**config.mk**
```make
export PLATFORM = sky130hd
export DESIGN_NAME = alu_datapath
export DESIGN_NICKNAME = d
export VERILOG_FILES = /design/src/rtl/alu_datapath.sv
export SDC_FILE = /design/constraint.sdc
export NUM_CORES = 1
export LEC_CHECK = 0
export CAP_MARGIN = 20
export CORE_MARGIN = 10
export CORE_UTILIZATION = 55
export DETAILED_ROUTE_END_ITERATION = 10
export MAX_ROUTING_LAYER = met4
export PLACE_DENSITY = 0.8
export SLEW_MARGIN = 0
export SYNTH_ARGS = -nofsm -noshare
export SYNTH_HDL_FRONTEND = slang
export SYNTH_SLANG_ARGS = --single-unit
```
**constraint.sdc**
```tcl
create_clock -name clk -period 6.2 [get_ports clk]
set_input_delay 1.24 -clock clk [delete_from_list [all_inputs] [get_ports clk]]
set_output_delay 1.24 -clock clk [all_outputs]
set_load 0.01 [all_outputs]
```
**src/rtl/alu_datapath.sv**
```systemverilog
// alu_datapath: A/Q/M register datapath for add, subtract, Booth multiply and divide steps.
// Optional sticky signed-overflow flag on port ovf when ALU_DATAPATH_OVF_EN is defined.
module alu_datapath #(
  parameter int WIDTH = 8,
  parameter int CNT_W = $clog2(WIDTH)
) (
  input  logic             clk,
  input  logic             rst,
  input  logic [10:0]      c,
  input  logic [WIDTH-1:0] inbus,
  output logic [WIDTH-1:0] outbus,
  output logic             out_valid,
  output logic             q_minus_one,
  output logic             q_zero,
  output logic             a_seven,
`ifdef ALU_DATAPATH_OVF_EN
  output logic             ovf,
`endif
  output logic             cnt_7
);

  logic [WIDTH-1:0] a_q;
  logic [WIDTH-1:0] q_q;
  logic [WIDTH-1:0] m_q;
  logic             qm1_q;
  logic [CNT_W-1:0] cnt_q;

  logic [WIDTH-1:0] m_n;
  logic [WIDTH-1:0] a_1;
  logic [WIDTH-1:0] q_1;
  logic             qm1_1;
  logic             lsh;
  logic             do_add;
  logic             do_sub;
  logic [WIDTH-1:0] a_2;
  logic [WIDTH-1:0] q_2;
  logic [WIDTH-1:0] m_op;
  logic [WIDTH-1:0] sum;
  logic [WIDTH-1:0] a_3;
  logic [WIDTH-1:0] q_3;
  logic             ov_step;
  logic [WIDTH-1:0] a_4;
  logic [WIDTH-1:0] q_4;
  logic             qm1_4;
  logic [WIDTH-1:0] q_5;
  logic [CNT_W-1:0] cnt_n;
  logic [WIDTH-1:0] out_n;
  logic             out_we;

  localparam logic [CNT_W-1:0] CNT_LAST = CNT_W'(WIDTH - 1);

  // Loads/clears first; a division left shift feeds the trial add/sub so the
  // quotient bit reflects its sign; Booth right shift follows the add/sub.
  always_comb begin
    m_n   = c[0] ? inbus : m_q;
    a_1   = (c[0] | c[8]) ? '0 : a_q;
    q_1   = c[1] ? inbus : q_q;
    qm1_1 = (c[1] | c[8]) ? 1'b0 : qm1_q;

    lsh = c[4] & ~c[9];
    a_2 = lsh ? {a_1[WIDTH-2:0], q_1[WIDTH-1]} : a_1;
    q_2 = lsh ? {q_1[WIDTH-2:0], 1'b0} : q_1;

    do_sub  = c[3];
    do_add  = c[2] & ~c[3];
    m_op    = do_sub ? ~m_n : m_n;
    sum     = a_2 + m_op + WIDTH'(do_sub);
    a_3     = (do_add | do_sub) ? sum : a_2;
    ov_step = (do_add | do_sub)
            & (a_2[WIDTH-1] == m_op[WIDTH-1])
            & (sum[WIDTH-1] != a_2[WIDTH-1]);

    q_3 = lsh ? {q_2[WIDTH-1:1], ~a_3[WIDTH-1]} : q_2;

    a_4   = a_3;
    q_4   = q_3;
    qm1_4 = qm1_1;
    if (c[9]) begin
      a_4   = {a_3[WIDTH-1], a_3[WIDTH-1:1]};
      q_4   = {a_3[0], q_3[WIDTH-1:1]};
      qm1_4 = q_3[0];
    end

    q_5 = c[10] ? a_4 : q_4;

    cnt_n = cnt_q;
    if (c[1] | c[8]) begin
      cnt_n = '0;
    end else if (c[5]) begin
      cnt_n = (cnt_q == CNT_LAST) ? '0 : cnt_q + 1'b1;
    end

    out_we = c[6] | c[7];
    out_n  = c[7] ? q_5 : a_4;
  end

  // Datapath registers and the registered output word
  always_ff @(posedge clk) begin
    if (rst) begin
      a_q       <= '0;
      q_q       <= '0;
      m_q       <= '0;
      qm1_q     <= 1'b0;
      cnt_q     <= '0;
      outbus    <= '0;
      out_valid <= 1'b0;
    end else begin
      a_q       <= a_4;
      q_q       <= q_5;
      m_q       <= m_n;
      qm1_q     <= qm1_4;
      cnt_q     <= cnt_n;
      out_valid <= out_we;
      if (out_we) begin
        outbus <= out_n;
      end
    end
  end

`ifdef ALU_DATAPATH_OVF_EN
  // Sticky signed overflow, cleared along with A
  always_ff @(posedge clk) begin
    if (rst) begin
      ovf <= 1'b0;
    end else begin
      ovf <= ((c[0] | c[8]) ? 1'b0 : ovf) | ov_step;
    end
  end
`else
  logic unused_ov;
  assign unused_ov = ov_step;
`endif

  assign q_minus_one = qm1_q;
  assign q_zero      = q_q[0];
  assign a_seven     = a_q[WIDTH-1];
  assign cnt_7       = (cnt_q == CNT_LAST);

endmodule

```
==> flow_metrics.py, run 1 <==
metrics = {
    "min_path": {
        "hold_class": "flop to flop",
    },
    "synth": {
        "synthTopCellsByArea": "dfxtp_1 (30%), nor2_1 (9.4%), mux2i_1 (7.4%)",
        "yosysTopAreaCellShare_pct": 30.28,
        "postSynth.asyncResetShare_pct": 0,
        "synth.distinct_cells": 54,
        "netlist_area_sq_mm": 0.002446,
        "synthFlopType": "dfxtp_1",
        "synth_seq_cells": 37,
        "yosysMostFrequentCell": "nor2_1",
        "ys.warnings.count": 0,
        "syn_nets": 325,
        "synth_seq_area_share_pct": 30.28,
        "syn-mean-instance-area_sq_um": 8.264,
        "synth_edf_count": 0,
        "synth_cells": 296,
        "yosys.area.top_type": "dfxtp_1",
        "synth_common_cells": "nor2_1 (61), dfxtp_1 (37), a21oi_1 (20)",
    },
    "clock_network": {
        "clk_pin_slew_ns": 0.07,
        "tritoncts": "built",
        "insertion_delay_ns": 0.29,
        "cts_root_buffer": "clkbuf_8",
        "postCtsHoldBufs": 0,
        "post_cts_buffers": 0,
        "post_cts_resized": 0,
        "cts-buffers-inserted": 5,
        "clock-sinks": 37,
        "clock_path_buffers": 2,
        "cts_max_level": 2,
    },
    "routing": {
        "drc_errors": 0,
        "drtIter0Drc": 205,
        "viasPerCell": 6.048,
        "firstDrtPassIters": 4,
        "drt_wl_total_um": 6412,
        "routedWlPerCell_um": 17.19,
        "vias": 2256,
        "ant_nets": 0,
    },
    "global_routing": {
        "grt_overflow": 0,
        "grt_max_degree": 34,
        "grt_pass1_vias": 2160,
        "grtUsageTotal_pct": 17.76,
        "grt_antenna_before_repair": 0,
        "grt_pass1_wl_um": 10580,
    },
    "placed_design": {
        "portBuffers": 33,
        "dpl.hpwl_um": 4823,
        "place_congestion": 0.9381,
    },
    "sta": {
        "finalSetupViolCount": 0,
        "post-route-period-util_pct": 79.70,
        "slew_headroom_pct": 56.83,
        "drv_slew": 0,
        "rsz0062_at_grt": "false",
        "skew_ns": 0.007401,
        "worst_slew_pin_slew_ns": 0.6452,
        "min_period_ns": 4.941,
        "finalHoldViolations": 0,
        "fin_setup_tns_ns": 0,
        "timing.fmax_ghz": 0.2024,
    },
    "power_and_ir_drop": {
        "switchingPower_w": 0.0002232,
        "seqPwrFrac_pct": 40.3,
        "internal_power_w": 0.0004503,
        "p_leak_nw": 1.164,
        "p_sw_share_pct": 33.14,
        "p_clk_share_pct": 25.5,
        "p_per_area_mw_per_mm2": 235.1,
        "irDropWorstVdd_mv": 0.1372,
        "combPwrFrac_pct": 34.2,
    },
    "critical_path": {
        "path_class": "primary input to flop",
        "arrival_ns": 5.15,
        "critPathMaxFanout": 10,
        "cp-end-kind": "flop",
        "crit_required_ns": 6.41,
        "critPathLaunchType": "primary input",
    },
    "floorplanning": {
        "die_y_um": 86.69,
        "io_pins": 34,
        "die_area_sq_mm": 0.007515,
        "num_rows": 24,
        "core_sq_mm": 0.004324,
        "initial_utilization_pct": 56.57,
        "die_x_um": 86.69,
    },
    "final_layout": {
        "synthToLayoutAreaGrowth_pct": 17.14,
        "final_core_util_pct": 66.26,
        "fin_nets": 350,
        "diodes": 0,
        "drive_gt1_share_pct": 9.034,
        "nFillCells": 372,
    },
    "status": {
        "status": "finished clean",
    },
    "run": {
        "maxCapViolCount": 0,
    },
}
==> per-stage QoR <==
stage | setup WS (ns) | cells | hold WS (ns) | area (sq um) | power, W
CTS | 1.276 | 373 | 0.5169 | 2865 | 0.0006733
detailed placement | 1.002 | 366 | 0.5003 | 2779 | 0.0005024
finish | 1.259 | 373 | 0.5097 | 2865 | 0.0006735
floorplan | 2.013 | 296 | 0.4646 | 2446 | 0.0004348
global route | 0.9288 | 373 | 0.5486 | 2865 | 0.0007081
global placement | 0.9926 | 366 | 0.4871 | 2779 | 0.0004992
==> worst paths after layout <==
check	startpoint	to	slack (ns)	cells after the start
worst max register to register	q_q[7]$_SDFF_PP0_	outbus[5]$_SDFFE_PP0P_	2.83	14
worst max-delay path	c[1]	outbus[5]$_SDFFE_PP0P_	1.26	15
worst min-delay path	cnt_q[2]$_SDFFE_PP0P_	cnt_q[2]$_SDFFE_PP0P_	0.51	2
worst min register to register	cnt_q[2]$_SDFFE_PP0P_	cnt_q[2]$_SDFFE_PP0P_	0.51	2
==> critical path, cell delays in order <==
cell and delay [ns]:
clkdlybuf4s50_1 0.78, mux2_2 0.42, mux2_2 0.31, nor2_1 0.10, a21oi_1 0.06, fa_1 0.43, a21o_1 0.20, a31oi_1 0.24
nand2b_1 0.08, a21oi_1 0.19, nor3_1 0.11, nor3_1 0.44, nand2b_1 0.21, o211ai_1 0.12, a221oi_2 0.23
==> placed cells by master, fill, tap and decap left out, drive strengths merged, types with 2 or more instances in the layout <==
cell type      instances
a221oi                 5
o311ai                 2
o211a                  3
nor2                  61
clkbuf                 7
mux2                   9
a21oi                 20
a211oi                10
nand2b                 3
xnor2                 13
o211ai                 4
inv                    8
or2                    3
nand3                  2
ha                     7
nor3                  11
dfxtp                 37
clkdlybuf4s50         33
a31oi                  3
and2                   3
a31o                   2
o31ai                  2
o21a                   3
nand2                 17
mux2i                 19
or3                    4
buf                    3
o21ai                  7
a21o                   5
==> power by group through the flow <==
stage / clock network (W) / registers [W] / logic [W]
finish: 0.000172 / 0.000271 / 0.000231
global route: 0.000182 / 0.000273 / 0.000252
CTS: 0.000173 / 0.000271 / 0.000229
detailed placement: 0 / 0.000276 / 0.000226
global placement: 0 / 0.000275 / 0.000224
floorplan: 0 / 0.000277 / 0.000157
==> layer usage <==
layer | global-route usage, % | share of wire [%] | vias up
li1 | - | - | 1111
met1 | 22.23 | 45 | 1058
met3 | 3.940 | 6.8 | 8
met4 | 5.744 | 1.0 | 0
met5 | - | 0 | -
met2 | 27.65 | 48 | 79
==> flip-flops by register name, indices dropped and copies added, names as in the netlist <==
register,flops
a_q,8
outbus,8
cnt_q,3
m_q,8
q_q,8
q_minus_one,1
out_valid,1
==> final cells by class <==
cell class	instances	area (sq um)	area share, %
clock buffer	7	86.33	3.013
inverter	8	30.03	1.048
multi-input combinational	233	1590	55.50
sequential	37	740.7	25.85
tap	52	65.06	2.271
timing repair buffer	36	352.8	12.31
==> kinds of logic after synthesis <==
family	after synthesis	synth area share, %
AND/OR/NAND/NOR	109	19.69
AO/OA/AOI/OAI	73	21.84
flip-flops	37	30.28
multiplexers	29	12.99
buffers and inverters	26	4.706
XOR/XNOR	14	6.087
adder cells (fa/ha/maj)	8	4.399
Power figures use the tool's default switching activity.
==> inputs of run 2 (changes only) <==
Clock period 6.2 ns to 4.75 ns, I/O delays scaled along.
==> flow_metrics.py, run 2 (synthesis gave the netlist of run 1 again) <==
metrics = {
    "placed_design": {
        "placed_cell_area_sq_mm": 0.002824,
        "dpl.hpwl_um": 4730,
        "pre_cts_slack_ns": 0.08588,
        "portBuffers": 33,
        "place_congestion": 0.8897,
    },
    "global_routing": {
        "grtUsageTotal_pct": 17.07,
        "grt_pass1_vias": 2185,
        "grt_max_degree": 33,
        "grt_pass1_wl_um": 10290,
        "grt_overflow": 0,
        "grt_antenna_before_repair": 0,
    },
    "floorplanning": {
        "num_rows": 24,
        "die_x_um": 86.69,
        "io_pins": 34,
        "die_y_um": 86.69,
        "initial_utilization_pct": 56.57,
        "die_area_sq_mm": 0.007515,
        "core_sq_mm": 0.004324,
    },
    "critical_path": {
        "critPathMaxFanout": 8,
        "worstReg2RegEnd": "outbus[5]$_SDFFE_PP0P_",
        "critPathLaunchType": "primary input",
        "r2r_start": "q_q[7]$_SDFF_PP0_",
        "worst_r2r_path_depth": 14,
        "cp-end-kind": "flop",
        "path_class": "primary input to flop",
        "critPathLaunch": "c[0]",
        "r2r_slack_ns": 1.42,
        "arrival_ns": 4.59,
        "crit_required_ns": 4.96,
    },
    "clock_network": {
        "cts_max_level": 2,
        "cts-buffers-inserted": 5,
        "clock-sinks": 37,
        "post_cts_buffers": 0,
        "cts_root_buffer": "clkbuf_8",
        "insertion_delay_ns": 0.29,
        "tritoncts": "built",
        "postCtsHoldBufs": 0,
        "clock_path_buffers": 2,
        "clk_pin_slew_ns": 0.07,
        "post_cts_resized": 0,
    },
    "min_path": {
        "worstHoldStart": "cnt_q[2]$_SDFFE_PP0P_",
        "hold_class": "flop to flop",
        "hold_end": "cnt_q[2]$_SDFFE_PP0P_",
        "min_path_cells": 2,
    },
    "sta": {
        "finalHoldViolations": 0,
        "fin_setup_tns_ns": 0,
        "setup_ws_ns": 0.3670,
        "skew_ns": 0.004199,
        "min_period_ns": 4.383,
        "rsz0062_at_grt": "false",
        "finalSetupViolCount": 0,
        "drv_slew": 0,
        "worst_slew_pin_slew_ns": 0.6262,
        "timing.fmax_ghz": 0.2282,
        "post-route-period-util_pct": 92.27,
        "slew_headroom_pct": 58.10,
    },
    "power_and_ir_drop": {
        "totalPowerFinal_w": 0.0008574,
        "p_leak_nw": 1.200,
        "p_per_area_mw_per_mm2": 293.3,
        "irDropWorstVdd_mv": 0.2392,
    },
    "run": {
        "maxCapViolCount": 0,
    },
    "status": {
        "status": "finished clean",
    },
    "routing": {
        "routedWlPerCell_um": 16.09,
        "drc_errors": 0,
        "firstDrtPassIters": 5,
        "vias": 2251,
        "drtIter0Drc": 138,
        "ant_nets": 0,
        "viasPerCell": 5.939,
        "drt_wl_total_um": 6097,
    },
    "final_layout": {
        "final_cell_mix": "nor2_1 (61), dfxtp_1 (37), clkdlybuf4s50_1 (33), a21oi_1 (20), mux2i_1 (18)",
        "register_area_sq_um": 740.7,
        "fin_nets": 357,
        "synthToLayoutAreaGrowth_pct": 19.49,
        "nFillCells": 366,
        "final_common_cell": "nor2_1",
        "multi_input_comb_area_sq_mm": 0.001590,
        "fin_area_sq_mm": 0.002923,
        "diodes": 0,
        "drive_gt1_share_pct": 11.01,
    },
}
[run 2: cell count changes in the layout (fill, tap and decap cells not counted)]
cell       before  now
buf_4           3    9
clkbuf_8        6    5
clkbuf_1        1    0
clkinv_2        0    1
clkbuf_16       0    1
[run 2: cell type report]
cell class / instances / area share [%]
multi-input combinational: 233 / 54.41
sequential: 37 / 25.34
timing repair buffer: 43 / 14.47
clock inverter: 1 / 0.1712
clock buffer: 5 / 2.354
tap: 52 / 2.226
inverter: 8 / 1.027
[run 2: metrics by stage]
stage               hold WS [ns]  instances  utilization [%]
finish                    0.5140        379            67.59
global placement          0.4847        372            65.31
detailed placement        0.5018        372            65.31
floorplan                 0.4646        296                -
global route              0.5481        379            67.59
CTS                       0.5181        378            67.01
[run 2: critical path, stage by stage]
cell	delay [ns]
clkdlybuf4s50_1	0.73
buf_4	0.22
nor3b_1	0.05
mux2_2	0.29
nor2_1	0.10
a21oi_1	0.06
fa_1	0.41
a21o_1	0.19
a31oi_1	0.25
o21ai_0	0.14
o311ai_1	0.14
nor3_1	0.12
nor3_1	0.38
nand2b_1	0.20
o211ai_1	0.13
a221oi_2	0.23
[run 2: where the power goes]
part           switching (W)  internal (W)
combinational       0.000166      0.000138
clock               0.000104     0.0000964
sequential         0.0000126      0.000340
total               0.000283      0.000575
[run 2: how the worst max path moves through the flow]
stage	cells after the start	to
after global placement	16	outbus[5]$_SDFFE_PP0P_
after CTS	16	outbus[5]$_SDFFE_PP0P_
after floorplan	15	outbus[5]$_SDFFE_PP0P_
after global routing	16	outbus[5]$_SDFFE_PP0P_
after detailed placement	16	outbus[5]$_SDFFE_PP0P_
final	16	outbus[5]$_SDFFE_PP0P_
[run 2: layer usage]
layer	global-route usage, %	part of all wire (%)	up-vias
li1	-	-	1127
met4	4.566	0.74	0
met2	26.24	47	79
met3	4.409	6.2	6
met5	-	0	-
met1	21.62	46	1039
